`src/rtl/tape_pkg.sv`:
```
// Shared definitions for the tape image prefetcher: parameter defaults and
// the fetch sequencer state encoding.
package tape_pkg;

    localparam int AW_DEF        = 25;
    localparam int DEPTH_DEF     = 8;
    localparam int ACK_DELAY_DEF = 7;

    typedef enum logic [1:0] {
        IDLE,
        FETCH,
        HOLD
    } state_t;

endpackage

```
`src/rtl/tape_fifo.sv`:
```
// Show-ahead byte FIFO between the SDRAM fetch engine and the tape player.
// clear empties it in one cycle and takes priority over push and pop.
module tape_fifo
    import tape_pkg::*;
#(
    parameter int  DEPTH  = DEPTH_DEF,
    parameter int  DATA_W = 8,
    localparam int PW     = $clog2(DEPTH)
) (
    input  logic              clk,
    input  logic              reset,
    input  logic              clear,
    input  logic              push,
    input  logic              pop,
    input  logic [DATA_W-1:0] din,
    output logic [DATA_W-1:0] dout,
    output logic              empty,
    output logic              full,
    output logic [PW:0]       count
);

    localparam logic [PW:0] FULL_CNT = DEPTH[PW:0];

    logic [DATA_W-1:0] mem [DEPTH];
    logic [PW-1:0]     wr_ptr;
    logic [PW-1:0]     rd_ptr;
    logic              do_push;
    logic              do_pop;

    assign empty   = (count == '0);
    assign full    = (count == FULL_CNT);
    assign do_push = push && !full;
    assign do_pop  = pop && !empty;
    assign dout    = mem[rd_ptr];

    always_ff @(posedge clk) begin
        if (reset || clear) begin
            wr_ptr <= '0;
            rd_ptr <= '0;
            count  <= '0;
        end else begin
            if (do_push) wr_ptr <= wr_ptr + 1'b1;
            if (do_pop)  rd_ptr <= rd_ptr + 1'b1;
            case ({do_push, do_pop})
                2'b10:   count <= count + 1'b1;
                2'b01:   count <= count - 1'b1;
                default: count <= count;
            endcase
        end
    end

    // Storage carries no reset; only the pointers define what is valid.
    always_ff @(posedge clk) begin
        if (do_push && !clear) mem[wr_ptr] <= din;
    end

endmodule

```
`src/rtl/tape_prefetch.sv`:
```
// Streams a tape image out of SDRAM into a small FIFO, stealing one byte
// read per CPU refresh cycle so the CPU never sees contention.
module tape_prefetch
    import tape_pkg::*;
#(
    parameter int AW        = AW_DEF,
    parameter int DEPTH     = DEPTH_DEF,
    parameter int ACK_DELAY = ACK_DELAY_DEF
) (
    input  logic          clk,
    input  logic          reset,
    input  logic          restart,
    input  logic [AW-1:0] size,
    input  logic          nrfsh,
    output logic          mem_rd,
    output logic [AW-1:0] mem_addr,
    input  logic [7:0]    mem_din,
    input  logic          pop,
    output logic [7:0]    dout,
    output logic          empty,
    output logic          eof
);

    localparam int PW = $clog2(DEPTH);
    localparam int CW = ($clog2(ACK_DELAY + 1) > 1) ? $clog2(ACK_DELAY + 1) : 2;

    localparam logic [PW:0]   DEPTH_C  = DEPTH[PW:0];
    localparam logic [CW-1:0] CNT_LOAD = ACK_DELAY[CW-1:0];
    localparam logic [CW-1:0] CNT_ONE  = {{(CW-1){1'b0}}, 1'b1};

    state_t        state, state_nxt;
    logic          mem_rd_nxt;
    logic [AW-1:0] mem_addr_nxt;
    logic [CW-1:0] cnt, cnt_nxt;
    logic [AW-1:0] fetch_addr, fetch_addr_nxt;
    logic [AW-1:0] size_q, size_q_nxt;
    logic          fetch_push;
    logic          fifo_clear;
    logic          fifo_full;
    logic [PW:0]   fifo_count;

    logic          nrfsh_p0, nrfsh_p1, nrfsh_p2;
    logic          rfsh_high;
    logic          window_open;

    // Two-flop synchronizer plus one history flop for falling-edge detection.
    always_ff @(posedge clk) begin
        if (reset) begin
            nrfsh_p0 <= 1'b1;
            nrfsh_p1 <= 1'b1;
            nrfsh_p2 <= 1'b1;
        end else begin
            nrfsh_p0 <= nrfsh;
            nrfsh_p1 <= nrfsh_p0;
            nrfsh_p2 <= nrfsh_p1;
        end
    end

    assign rfsh_high   = nrfsh_p1;
    assign window_open = nrfsh_p2 && !nrfsh_p1;

    always_ff @(posedge clk) begin
        if (reset) begin
            state      <= IDLE;
            mem_rd     <= 1'b0;
            mem_addr   <= '0;
            cnt        <= '0;
            fetch_addr <= '0;
            size_q     <= '0;
        end else begin
            state      <= state_nxt;
            mem_rd     <= mem_rd_nxt;
            mem_addr   <= mem_addr_nxt;
            cnt        <= cnt_nxt;
            fetch_addr <= fetch_addr_nxt;
            size_q     <= size_q_nxt;
        end
    end

    always_comb begin
        state_nxt      = state;
        mem_rd_nxt     = mem_rd;
        mem_addr_nxt   = mem_addr;
        cnt_nxt        = cnt;
        fetch_addr_nxt = fetch_addr;
        size_q_nxt     = size_q;
        fetch_push     = 1'b0;
        fifo_clear     = 1'b0;

        if (restart) begin
            state_nxt      = IDLE;
            mem_rd_nxt     = 1'b0;
            fetch_addr_nxt = '0;
            size_q_nxt     = size;
            fifo_clear     = 1'b1;
        end else begin
            case (state)
                IDLE: begin
                    if (window_open && (fetch_addr < size_q) && (fifo_count < DEPTH_C)) begin
                        state_nxt    = FETCH;
                        mem_rd_nxt   = 1'b1;
                        mem_addr_nxt = fetch_addr;
                        cnt_nxt      = CNT_LOAD;
                    end
                end
                FETCH: begin
                    // Refresh slot ended before the data arrived: drop this attempt.
                    if (rfsh_high) begin
                        state_nxt  = IDLE;
                        mem_rd_nxt = 1'b0;
                    end else if (cnt == CNT_ONE) begin
                        fetch_push     = 1'b1;
                        fetch_addr_nxt = fetch_addr + 1'b1;
                        mem_rd_nxt     = 1'b0;
                        state_nxt      = HOLD;
                    end else begin
                        cnt_nxt = cnt - 1'b1;
                    end
                end
                HOLD: begin
                    if (rfsh_high) state_nxt = IDLE;
                end
                default: state_nxt = IDLE;
            endcase
        end
    end

    tape_fifo #(
        .DEPTH  (DEPTH),
        .DATA_W (8)
    ) u_fifo (
        .clk    (clk),
        .reset  (reset),
        .clear  (fifo_clear),
        .push   (fetch_push && !fifo_full),
        .pop    (pop),
        .din    (mem_din),
        .dout   (dout),
        .empty  (empty),
        .full   (fifo_full),
        .count  (fifo_count)
    );

    assign eof = (fetch_addr == size_q) && empty;

endmodule
```
`config.mk`:
```
export PLATFORM = sky130hd
export DESIGN_NAME = tape_prefetch
export DESIGN_NICKNAME = d
export VERILOG_FILES = /design/src/rtl/tape_pkg.sv /design/src/rtl/tape_fifo.sv /design/src/rtl/tape_prefetch.sv
export SDC_FILE = /design/constraint.sdc
export NUM_CORES = 1
export LEC_CHECK = 0
export ABC_AREA = 1
export CORE_MARGIN = 3
export CORE_UTILIZATION = 40
export CTS_CLUSTER_DIAMETER = 200
export DETAILED_ROUTE_END_ITERATION = 6
export DONT_BUFFER_PORTS = 1
export SETUP_SLACK_MARGIN = 0.4
export SLEW_MARGIN = 25
export SYNTH_ARGS = -nofsm -noshare
export SYNTH_HDL_FRONTEND = slang
export SYNTH_SLANG_ARGS = --single-unit
```
`constraint.sdc`:
```
create_clock -name clk -period 3.05 [get_ports clk]
set_clock_uncertainty 0.15 [all_clocks]
set_input_delay 0.1525 -clock clk [delete_from_list [all_inputs] [get_ports clk]]
set_output_delay 0.1525 -clock clk [all_outputs]
set_load 0.01 [all_outputs]
```
# Word level (Yosys, flattened, before mapping)
# Memories as Yosys holds them, arrays and structs flattened. A register that Yosys moved wholly into a read port is not among the register bits.
# Index checks and enable logic that the tools add are counted.
dict set report totals {
  regBits 94
  latchBits 0
  mem_bits_rw 64
  romBits 0
  in_bits 38
  output_inout_bits 36
  mem_count 1
}
# memory words width read_ports rd_clocked_by_memory_dff write_ports line_no
set memory_table {}
lappend memory_table {u_fifo.mem 8 8 1 1 1 tape_fifo.sv:24} ;# logic [DATA_W-1:0] mem [DEPTH];
dict set report classes {
  addsub 6
  mul 0
  n_div 0
  n_lt_le_gt_ge 2
  n_eq_ne 12
  n_shift 0
  mux 23
  bitwise 2
  n_reduce_logical 23
}
# op n
set ops {}
lappend ops {{$add A25 B1 Y25 const B} 1}
lappend ops {{$eq A25 B25 Y1} 1}
lappend ops {{$lt A25 B25 Y1} 1}
lappend ops {{$mux W3} 5}
lappend ops {{$reduce_and A3 Y1} 4}
lappend ops {{$mux W1} 10}
lappend ops {{$logic_and A1 B1 Y1} 8}
lappend ops {{$mux W2} 4}
lappend ops {{$ne A2 B2 Y1 const B} 4}
lappend ops {{$pmux W4 S2} 1}
lappend ops {{$add A3 B1 Y3 const B} 2}
lappend ops {{$pmux W2 S3} 1}
lappend ops {{$pmux W3 S2} 1}
lappend ops {{$reduce_and A5 Y1} 1}
lappend ops {{$add A4 B1 Y4 const B} 1}
lappend ops {{$eq A2 B1 Y1 const B} 2}
lappend ops {{$eq A2 B2 Y1 const B} 2}
lappend ops {{$eq A4 B4 Y1 const B} 1}
lappend ops {{$logic_not A1 Y1} 4}
lappend ops {{$logic_not A4 Y1} 1}
lappend ops {{$lt A4 B4 Y1 const B} 1}
lappend ops {{$reduce_bool A2 Y1} 2}
lappend ops {{$sub A4 B1 Y4 const B} 1}
lappend ops {{$eq A3 B1 Y1 const B} 1}
lappend ops {{other kinds (7)} 8}

# Logic depth before layout (Yosys ltp)
# Gate-level depths: netlist (run 1).
dict set report logic_depth {
  word_depth 10
  mapped_depth 15
}

# Cells and area by module
# From an unflattened synthesis (run 1), not the netlist that was laid out.
dict set report unflattened {
  cells_unflattened 909
  area_unflattened_um2 7568.5
}
# mod n_inst cells_each area_each_um2
set modules_own_cells {}
lappend modules_own_cells {tape_prefetch 1 616 4349.2}
lappend modules_own_cells {tape_fifo 1 293 3219.3}

# Worst setup path before layout (run 1)
# Ideal clock, no wire load.
dict set report synth_timing {
  path_kind {reg2reg}
  from {reg cnt[1]}
  to {reg u_fifo.count[3]}
  setup_ps 122
  t_arrival_ps 2220
  required_time_ps 2778
  slack_ps 558
  stages_incl_launch_ff 16
  path_buffers 0
  synth_period_minus_slack_ps 2492
  cell_sequence {dfxtp_1 -> inv_1 -> ha_1 -> inv_1 -> nor2_2 -> nand3_4 -> a31oi_2 -> nand2_2 -> ha_1 -> ha_1 -> a21oi_1 -> nand2_1 -> a21oi_1 -> o21ai_0 -> o21ai_0 -> a21oi_1}
}
dict set report synth_between {
  elab_chain_cells 9
}
# item line_no
set synth_lines {}
lappend synth_lines {{from (decl)} tape_prefetch.sv:34} ;# logic [CW-1:0] cnt, cnt_nxt;
lappend synth_lines {{from (signal assigned)} tape_prefetch.sv:74} ;# cnt <= cnt_nxt;
lappend synth_lines {{$eq A3 B1 Y1 (*)} tape_prefetch.sv:111} ;# end else if (cnt == CNT_ONE) begin
lappend synth_lines {{$mux W1 (*)} tape_prefetch.sv:111}
lappend synth_lines {{$mux W1 (*)} tape_prefetch.sv:108} ;# if (rfsh_high) begin
lappend synth_lines {{$mux W1 (*)} tape_prefetch.sv:97} ;# case (state)
lappend synth_lines {{$mux W1 (*)} tape_prefetch.sv:90} ;# if (restart) begin
lappend synth_lines {{$logic_and A1 B1 Y1 (*)} tape_prefetch.sv:135} ;# .push (fetch_push && !fifo_full),
lappend synth_lines {{$logic_and A1 B1 Y1 (*)} tape_fifo.sv:32} ;# assign do_push = push && !full;
lappend synth_lines {{$eq A2 B1 Y1 or $eq A2 B2 Y1 (tied branches)} tape_fifo.sv:44} ;# case ({do_push, do_pop})
lappend synth_lines {{$pmux W4 S2 or $reduce_bool A2 Y1 (tied branches)} -}
lappend synth_lines {{to (signal assigned)} tape_fifo.sv:45} ;# 2'b10: count <= count + 1'b1;
lappend synth_lines {{to (signal assigned)} tape_fifo.sv:46} ;# 2'b01: count <= count - 1'b1;
lappend synth_lines {{to (signal assigned)} tape_fifo.sv:47} ;# default: count <= count;
lappend synth_lines {{to (decl)} tape_fifo.sv:19} ;# output logic [PW:0] count
# Mark *: on every way between the ends. The rest lies on a longest branch, timed or not.
# A chain may end at the register's enable or synchronous reset.

# Worst setup path in the final report (run 1)
# Ends and elaborated chain as after synthesis.

==> impl_metrics.json, run 1 <==
{
  "diodes": 0,
  "leakagePower_nw": 3.59,
  "p_comb_share_pct": 4.9,
  "hold_class": "input port to register",
  "setup_viol": 0,
  "dr.pass1.iters": 4,
  "syn_area_mm2": 0.00749,
  "fillCellCount": 1729,
  "yosys-top-cells-area": "dfxtp_1, edfxtp_1, nor2_1",
  "yosysUniqueCellTypes": 39,
  "worstPathArrival_ns": 2.72,
  "insertion_delay_ns": 0.43,
  "finalMaxSlewViolations": 0,
  "fin_setup_tns_ns": 0,
  "synthSimpleGateAreaFrac_pct": 22.9,
  "syn-mean-instance-area_um2": 8.34,
  "final_antenna_net_count": 0,
  "yosys-top-cells-count": "nor2_1, nand2_1, inv_1",
  "top_layer": "met4",
  "start_util_pct": 41.3,
  "fin_hold_ws_ns": 0.0490,
  "power_density_mw_per_mm2": 532,
  "core-area_mm2": 0.0181,
  "cap_violations": 0,
  "drt_iter0_drc": 325,
  "vias": 5890,
  "cts_tree": "done",
  "dpl.hpwl_mm": 12.1,
  "max_stage_delay_ns": 0.32,
  "grt_pass1_vias": 5689,
  "cts_sinks": 161,
  "yosys.area.top_type": "dfxtp_1",
  "cp_common_cell": "a21oi_1",
  "status": "complete, no violations",
  "routed_wl_mm": 17.7,
  "antenna_found_initial": 0,
  "seqPwrFrac_pct": 49.1,
  "worstPathRequired_ns": 3.22,
  "crit_buf_inv": 2,
  "numPortBuffers": 0,
  "clkPwrFrac_pct": 46.0,
  "rows": 49,
  "wl_met2_mm": 7.64,
  "grt.total_usage_pct": 18.3,
  "drive_above_1_share_pct": 9.28,
  "routed_via_density": 4.96,
  "synth-edff-count": 64,
  "muxShareOfSynthArea_pct": 0,
  "path_cells": "inv_1 > ha_1 > inv_1 > nor2_2 > nand3_4 > a31oi_2 > nand2_2 > ha_2 > ha_1 > a21oi_1 > nand2_1 > a21oi_1 > o21ai_1 > o21ai_1 > a21oi_1",
  "yosys_register_bits": 161,
  "overflow": 0,
  "fmaxAchievable_ghz": 0.392,
  "synth_compound_area_share_pct": 11.3,
  "vdd_drop_max_mv": 0.417,
  "nNetsFinal": 1018,
  "fin_crit_ns": 2.55,
  "synthXorXnorAreaFrac_pct": 0.819,
  "syn2layout_area_growth_pct": 17.2,
  "htreeDepth": 4,
  "rsz0062_at_grt": "yes",
  "ctsRootBufferMaster": "clkbuf_16",
  "fin_ws_ns": 0.499,
  "syn-num-nets": 970,
  "gp_congestion": 0.854,
  "yosysTopAreaCellShare_pct": 25.9,
  "ys_dominant_reg_cell": "dfxtp_1",
  "remaining_drc_errors": 0,
  "worst_pin_slew_ns": 0.841,
  "crit_type": "register to register",
  "sw_frac_of_total_pct": 25.6,
  "cts_buffer_depth": 2,
  "die_area_mm2": 0.0204,
  "fp.dieW_um": 143,
  "final_cell_count_no_fill": 1188,
  "worstSetupStartpointType": "register",
  "slew_headroom_pct": 43.9,
  "synthAdderAreaFrac_pct": 5.78,
  "switching_power_mw": 1.20,
  "dp.cells": 1118,
  "period_share_pct": 83.6,
  "synth_top_family_by_area": "simple AND/OR/NAND/NOR gates",
  "m1WireLength_mm": 8.95,
  "die_y_um": 143,
  "critPathTopFamily": "compound AO/OA/AOI/OAI gates",
  "ys_warn_count": 0,
  "end_kind": "register",
  "post_cts_buffers": 0,
  "synth_cells": 898,
  "wl_met3_um": 855,
  "synth_most_common_cell": "nor2_1",
  "post-place-ws_ns": 0.426,
  "async_flop_share_pct": 0,
  "p_int_mw": 3.47,
  "clkTransAtPathRegs_ns": 0.08,
  "cp_slowest_cell": "dfxtp_1",
  "grt_max_degree": 52,
  "wl_per_cell_um": 14.9,
  "critical_path.max_fanout": 5,
  "hold_viol_final": 0,
  "numCtsBuffers": 17,
  "pin_count": 74,
  "grt_pass1_wl_mm": 29.7,
  "seq_area_frac_synth_pct": 51.6
}
-- sequential cells by signal (all words and copies together) (netlist names), named ones only --
name	cells
nrfsh_p1	1
cnt	3
u_fifo.count	4
u_fifo.mem	64
mem_addr	25
state	2
u_fifo.wr_ptr	3
size_q	25
u_fifo.rd_ptr	3
mem_rd	1
nrfsh_p2	1
fetch_addr	25
nrfsh_p0	1
-- cell type report --
type,count,area [um^2],area share [%]
sequential,161,3860,44.0
multi-input combinational,593,3050,34.8
timing repair buffer,59,551,6.27
inverter,114,428,4.88
clock buffer,17,425,4.85
tap,229,287,3.26
clock inverter,15,168,1.91
-- final timing paths --
path              depth (start not counted)               to  slack, ns      from
hold / removal                            2         nrfsh_p2       0.05     reset
setup / recovery                         15  u_fifo.count[3]       0.50    cnt[1]
hold reg to reg                           1         nrfsh_p1       0.26  nrfsh_p0
setup reg to reg                         15  u_fifo.count[3]       0.50    cnt[1]
-- worst reg2reg max path, stage by stage, from the launching register on --
cell and delay [ns]:
dfxtp_1 0.32, inv_1 0.08, ha_1 0.15, inv_1 0.05
nor2_2 0.14, nand3_4 0.09, a31oi_2 0.17, nand2_2 0.12
ha_2 0.23, ha_1 0.32, a21oi_1 0.16, nand2_1 0.08
a21oi_1 0.12, o21ai_1 0.09, o21ai_1 0.12, a21oi_1 0.05
-- cell usage in the layout, fill, tap and decap left out, types with 3 or more instances in the layout --
master	instances
o21ai_1	5
o22ai_1	8
ha_1	32
inv_2	8
inv_8	9
nand3b_1	3
buf_4	20
edfxtp_1	64
nor2_2	6
nor3_2	5
a31oi_1	9
nand2_1	147
nor2_1	155
or2_2	4
a21oi_1	63
dfxtp_1	96
inv_1	105
dlygate4sd3_1	38
clkbuf_16	17
o21ai_0	71
xnor2_1	6
nor3_1	24
nand4_1	12
nand3_1	23
-- metal layers --
layer / up-vias / global-route usage (%)
li1: 3060 / -
met3: 18 / 4.19
met1: 2690 / 26.1
met5: - / 0
met2: 122 / 27.5
met4: 0 / 6.00
-- cell families (layout without fill, tap and decap cells) --
logic type	after synthesis	in the layout
AND/OR/NAND/NOR	391	391
buffers and inverters	144	205
XOR/XNOR	7	7
AO/OA/AOI/OAI	161	161
flip-flops	161	161
adder cells (fa/ha/maj)	34	34
-- timing repair --
item,4_1_cts,5_1_grt
hold endpoints to repair,113,0
gates resized for setup,1,3
endpoints found under the setup margin,1,9
hold buffers,38,0
-- stage by stage --
stage / power [mW] / cell area [um^2] / util [%]
3_5_place_dp: 2.52 / 7800 / 43.0
4_1_cts: 4.71 / 8780 / 48.4
5_1_grt: 4.84 / 8780 / 48.4
3_3_place_gp: 2.52 / 7800 / 43.0
6_report: 4.67 / 8780 / 48.4
2_1_floorplan: 2.47 / 7490 / -
-- power by group through the flow --
stage               Sequential, mW  Combinational [mW]  Clock (mW)
floorplan                     2.34               0.138           0
global placement              2.34               0.174           0
detailed placement            2.34               0.176           0
CTS                           2.29               0.230        2.19
global route                  2.30               0.267        2.27
finish                        2.29               0.231        2.15
Note: power is estimated with default switching activity, not from simulation.
==> inputs of run 2 (changes only) <==
Clock period 3.05 ns to 2.1 ns, I/O delays scaled along.
==> impl_metrics.json, run 2 (synthesis gave the netlist of run 1 again) <==
{
  "cap_violations": 0,
  "grt.total_usage_pct": 21.2,
  "vias": 6850,
  "worstPathRequired_ns": 2.31,
  "layout_common_cells": "nor2_1, nand2_1, buf_4, inv_1, edfxtp_1",
  "dpl.hpwl_mm": 12.8,
  "placed_cell_area_mm2": 0.00838,
  "routed_wl_mm": 22.9,
  "numPortBuffers": 0,
  "clkPwrFrac_pct": 43.8,
  "power_density_mw_per_mm2": 599,
  "finalMaxSlewViolations": 0,
  "switching_power_mw": 1.82,
  "diodes": 0,
  "top_layer": "met4",
  "grt_max_degree": 53,
  "worst_pin_slew_ns": 0.917,
  "remaining_drc_errors": 0,
  "status": "finished, violations left",
  "grt_pass1_vias": 6498,
  "wl_met3_mm": 1.37,
  "largest_reg_flops": 64,
  "postCtsHoldBufs": 58,
  "fin_util_pct": 64.4,
  "power_mw": 7.00,
  "fin_ws_ns": -0.153,
  "fin_crit_ns": 2.25,
  "fin_hold_ws_ns": -0.0758,
  "seqPwrFrac_pct": 47.6,
  "overflow": 0,
  "worstPathArrival_ns": 2.46,
  "final_antenna_net_count": 0,
  "gp_congestion": 0.848,
  "post-place-ws_ns": -0.168,
  "end_kind": "register",
  "hold_viol_final": 7,
  "wl_met2_mm": 11.0,
  "leakagePower_nw": 4.75,
  "fp.dieW_um": 143,
  "rsz0062_at_grt": "yes",
  "syn2layout_area_growth_pct": 56.0,
  "die_area_mm2": 0.0204,
  "worstSetupStartpointType": "register",
  "crit_type": "register to register",
  "antenna_found_initial": 0,
  "final_common_cell": "nor2_1",
  "vdd_drop_max_mv": 0.534,
  "largest-register": "u_fifo.mem",
  "fillCellCount": 1373,
  "rows": 49,
  "nNetsFinal": 1151,
  "core-area_mm2": 0.0181,
  "period_share_pct": 107,
  "grt_pass1_wl_mm": 34.0,
  "fmaxAchievable_ghz": 0.444,
  "critical_path.max_fanout": 6,
  "cts_sinks": 161,
  "m1WireLength_mm": 10.1,
  "drive_above_1_share_pct": 43.5,
  "setup_viol": 92,
  "stdcell_area_mm2": 0.0117,
  "die_y_um": 143,
  "pin_count": 74,
  "hold_class": "input port to register",
  "p_comb_share_pct": 8.6,
  "insertion_delay_ns": 0.44,
  "ctsRootBufferMaster": "clkbuf_16",
  "cts_tree": "done",
  "clkTransAtPathRegs_ns": 0.07,
  "numCtsBuffers": 17,
  "sw_frac_of_total_pct": 26.1,
  "p_int_mw": 5.17,
  "htreeDepth": 4,
  "slew_headroom_pct": 38.8,
  "wl_per_cell_um": 17.3,
  "routed_via_density": 5.19,
  "start_util_pct": 41.3,
  "violations": "hold timing, setup timing",
  "cts_buffer_depth": 2,
  "drt_iter0_drc": 500,
  "dr.pass1.iters": 5
}
==> run 2: metal layers <==
metal  track usage [%]  vias to the layer above
met5                 0                        -
met4              5.65                        0
met2              33.9                      210
met1              29.1                     3252
li1                  -                     3350
met3              4.92                       38
==> run 2: worst paths after layout <==
path,start,end,slack (ns),cells past startpoint
min reg2reg,u_fifo.rd_ptr[2],u_fifo.rd_ptr[2],0.31,1
min,pop,u_fifo.rd_ptr[0],-0.08,4
max,size_q[14],mem_addr[15],-0.15,14
max reg2reg,size_q[14],mem_addr[15],-0.15,14
==> run 2: area by class of cell <==
class | instances | area (um^2) | share of cell area, %
clock buffers | 17 | 425 | 3.64
clock inverters | 15 | 156 | 1.34
inverters | 114 | 470 | 4.03
multi-input cells | 593 | 4350 | 37.2
flip-flops and latches | 161 | 3920 | 33.6
well taps | 229 | 287 | 2.45
repair buffers | 192 | 2080 | 17.8
==> run 2: power by group through the flow <==
stage / Sequential (mW) / Clock, mW / Combinational, mW
after global placement: 3.40 / 0 / 0.260
after CTS: 3.33 / 3.10 / 0.482
after floorplan: 3.39 / 0 / 0.203
after detailed placement: 3.40 / 0 / 0.264
final: 3.33 / 3.06 / 0.602
after global routing: 3.34 / 3.26 / 0.652
==> run 2: what timing repair did <==
item                                    in CTS  in global routing
endpoints found under the setup margin     130                156
endpoints found under the hold margin      115                  7
setup buffers                               36                 22
gates resized for setup                    228                184
gates cloned                                 9                  2
pin swaps                                   78                 83
==> run 2: critical path: stages (launching register included) <==
cell and delay, ns:
dfxtp_2 0.33, inv_2 0.05, ha_4 0.21, a21oi_2 0.13, nor2_1 0.06, nor2_2 0.15, nand2_4 0.08, a21oi_4 0.19
nand4_4 0.16, buf_6 0.16, buf_6 0.13, buf_16 0.14, nand2_1 0.07, nand2_1 0.05, nor2_1 0.11
==> run 2: through the flow <==
step	TNS (ns)	std cells
6_report	-7.12	1321
5_1_grt	-17.74	1321
4_1_cts	-5.94	1297
3_5_place_dp	-2.04	1162
3_3_place_gp	-0.467	1162
2_1_floorplan	-0.173	898
==> inputs of run 3 (changes only) <==
Settings changed: SETUP_SLACK_MARGIN 0.4 to default.
==> impl_metrics.json, run 3 (synthesis gave the netlist of run 1 again) <==
{
  "r2r_cells": 15,
  "leakagePower_nw": 4.01,
  "numCtsBuffers": 17,
  "cp_common_cell": "ha_4",
  "worstPathArrival_ns": 2.41,
  "slew_headroom_pct": 43.0,
  "die_area_mm2": 0.0204,
  "fp.dieW_um": 143,
  "period_share_pct": 107,
  "post-place-ws_ns": -0.185,
  "placed_cell_area_mm2": 0.00836,
  "rows": 49,
  "crit_type": "register to register",
  "path_cells": "inv_2 > ha_4 > inv_2 > nor2_4 > nand3_4 > a31oi_4 > nand2_4 > ha_4 > ha_4 > a21oi_2 > nand2_1 > a21oi_1 > o21ai_1 > o21ai_1 > a21oi_1",
  "hold_class": "input port to register",
  "worstPathRequired_ns": 2.26,
  "status": "finished, violations left",
  "numPortBuffers": 0,
  "core-area_mm2": 0.0181,
  "final_cell_count_no_fill": 1245,
  "fin_hold_ws_ns": 0.177,
  "cap_violations": 0,
  "violations": "setup timing",
  "dpl.hpwl_mm": 12.7,
  "finalMaxSlewViolations": 0,
  "fmaxAchievable_ghz": 0.444,
  "final_antenna_net_count": 0,
  "clkTransAtPathRegs_ns": 0.07,
  "start_util_pct": 41.3,
  "crit_buf_inv": 2,
  "hold_viol_final": 0,
  "cts_buffer_depth": 2,
  "use_met1_pct": 25.0,
  "nNetsFinal": 1075,
  "dp.cells": 1157,
  "use_met3_pct": 4.32,
  "antenna_found_initial": 0,
  "rr_endpoint": "u_fifo.count[3]",
  "grt_max_degree": 53,
  "grt_pass1_vias": 5792,
  "overflow": 0,
  "largest-register": "u_fifo.mem",
  "met2_usage_pct": 30.1,
  "critical_path.max_fanout": 3,
  "grt_pass1_wl_mm": 29.6,
  "drt_iter0_drc": 390,
  "syn2layout_area_growth_pct": 34.8,
  "busiest_layer": "met2",
  "setup_viol": 20,
  "largest_reg_flops": 64,
  "routed_wl_mm": 19.7,
  "final_common_cell": "nor2_1",
  "die_y_um": 143,
  "fin_setup_tns_ns": -0.564,
  "stdcell_area_mm2": 0.0101,
  "worst_pin_slew_ns": 0.855,
  "cts_sinks": 161,
  "drive_above_1_share_pct": 26.8,
  "r2r_setup_slack_ns": -0.15,
  "critPathTopFamily": "compound AO/OA/AOI/OAI gates",
  "hold-path-cell-count": 2,
  "dr.pass1.iters": 5,
  "min_from": "nrfsh",
  "cts_tree": "done",
  "ctsRootBufferMaster": "clkbuf_16",
  "diodes": 0,
  "vdd_drop_max_mv": 0.553,
  "remaining_drc_errors": 0,
  "routed_via_density": 5.00,
  "pin_count": 74,
  "worstSetupStartpointType": "register",
  "insertion_delay_ns": 0.43,
  "end_kind": "register",
  "r2r_start": "cnt[1]",
  "wl_per_cell_um": 15.9,
  "layout_common_cells": "nor2_1, nand2_1, inv_1, dfxtp_1, o21ai_0",
  "power_mw": 6.80,
  "grt.total_usage_pct": 18.4,
  "fin_util_pct": 55.6,
  "fin_crit_ns": 2.25,
  "htreeDepth": 4,
  "power_density_mw_per_mm2": 674,
  "max_stage_delay_ns": 0.32,
  "cp_slowest_cell": "dfxtp_2",
  "gp_congestion": 0.835,
  "fin_ws_ns": -0.150,
  "hold_end": "nrfsh_p0",
  "vias": 6222,
  "rsz0062_at_grt": "yes"
}
==> run 3: cell count changes in the layout (fill, tap and decap cells not counted), moves of 21 or more <==
cell and delta:
o21ai_0 +29, buf_4 -21, nand2_1 +30, buf_6 -26, nor2_1 +31, dfxtp_1 +22
==> run 3: final cells by class <==
| cell class | count | area, um^2 |
|---|---|---|
| tap | 229 | 287 |
| sequential | 161 | 3880 |
| clock inverter | 15 | 146 |
| timing repair inverter | 1 | 7.51 |
| clock buffer | 17 | 425 |
| inverter | 114 | 442 |
| fill | 1613 | 8050 |
| timing repair buffer | 115 | 1170 |
| multi-input combinational | 593 | 3730 |
==> run 3: how the worst max path moves through the flow <==
stage | slack, ns | from | endpoint | cells after the start
after floorplan | -0.17 | cnt[1] | u_fifo.count[3] | 15
after global placement | -0.14 | cnt[1] | u_fifo.count[3] | 15
after detailed placement | -0.19 | cnt[1] | u_fifo.count[3] | 15
after CTS | -0.14 | cnt[1] | u_fifo.count[3] | 15
after global routing | -0.25 | cnt[1] | u_fifo.count[3] | 15
final | -0.15 | cnt[1] | u_fifo.count[3] | 15
==> run 3: per-layer routing <==
layer	vias to the layer above	share of wire (%)
met5	-	0
met4	0	0.68
met3	12	5.0
met2	139	48
met1	2903	46
li1	3168	-
==> run 3: report_power, final <==
part           internal [mW]  leakage (nW)  switching [mW]
sequential              3.30          1.37          0.0344
combinational          0.192          2.35           0.267
clock                   1.59         0.284            1.42
total                   5.08          4.01            1.72
==> run 3: repair_timing <==
item | 4_1_cts | 5_1_grt
pin swaps | 11 | 33
hold endpoints to repair | 142 | 0
gates resized for setup | 13 | 131
endpoints found under the setup margin | 74 | 108
cloned | 0 | 7
buffers inserted | 3 | 8
hold buffers | 39 | 0
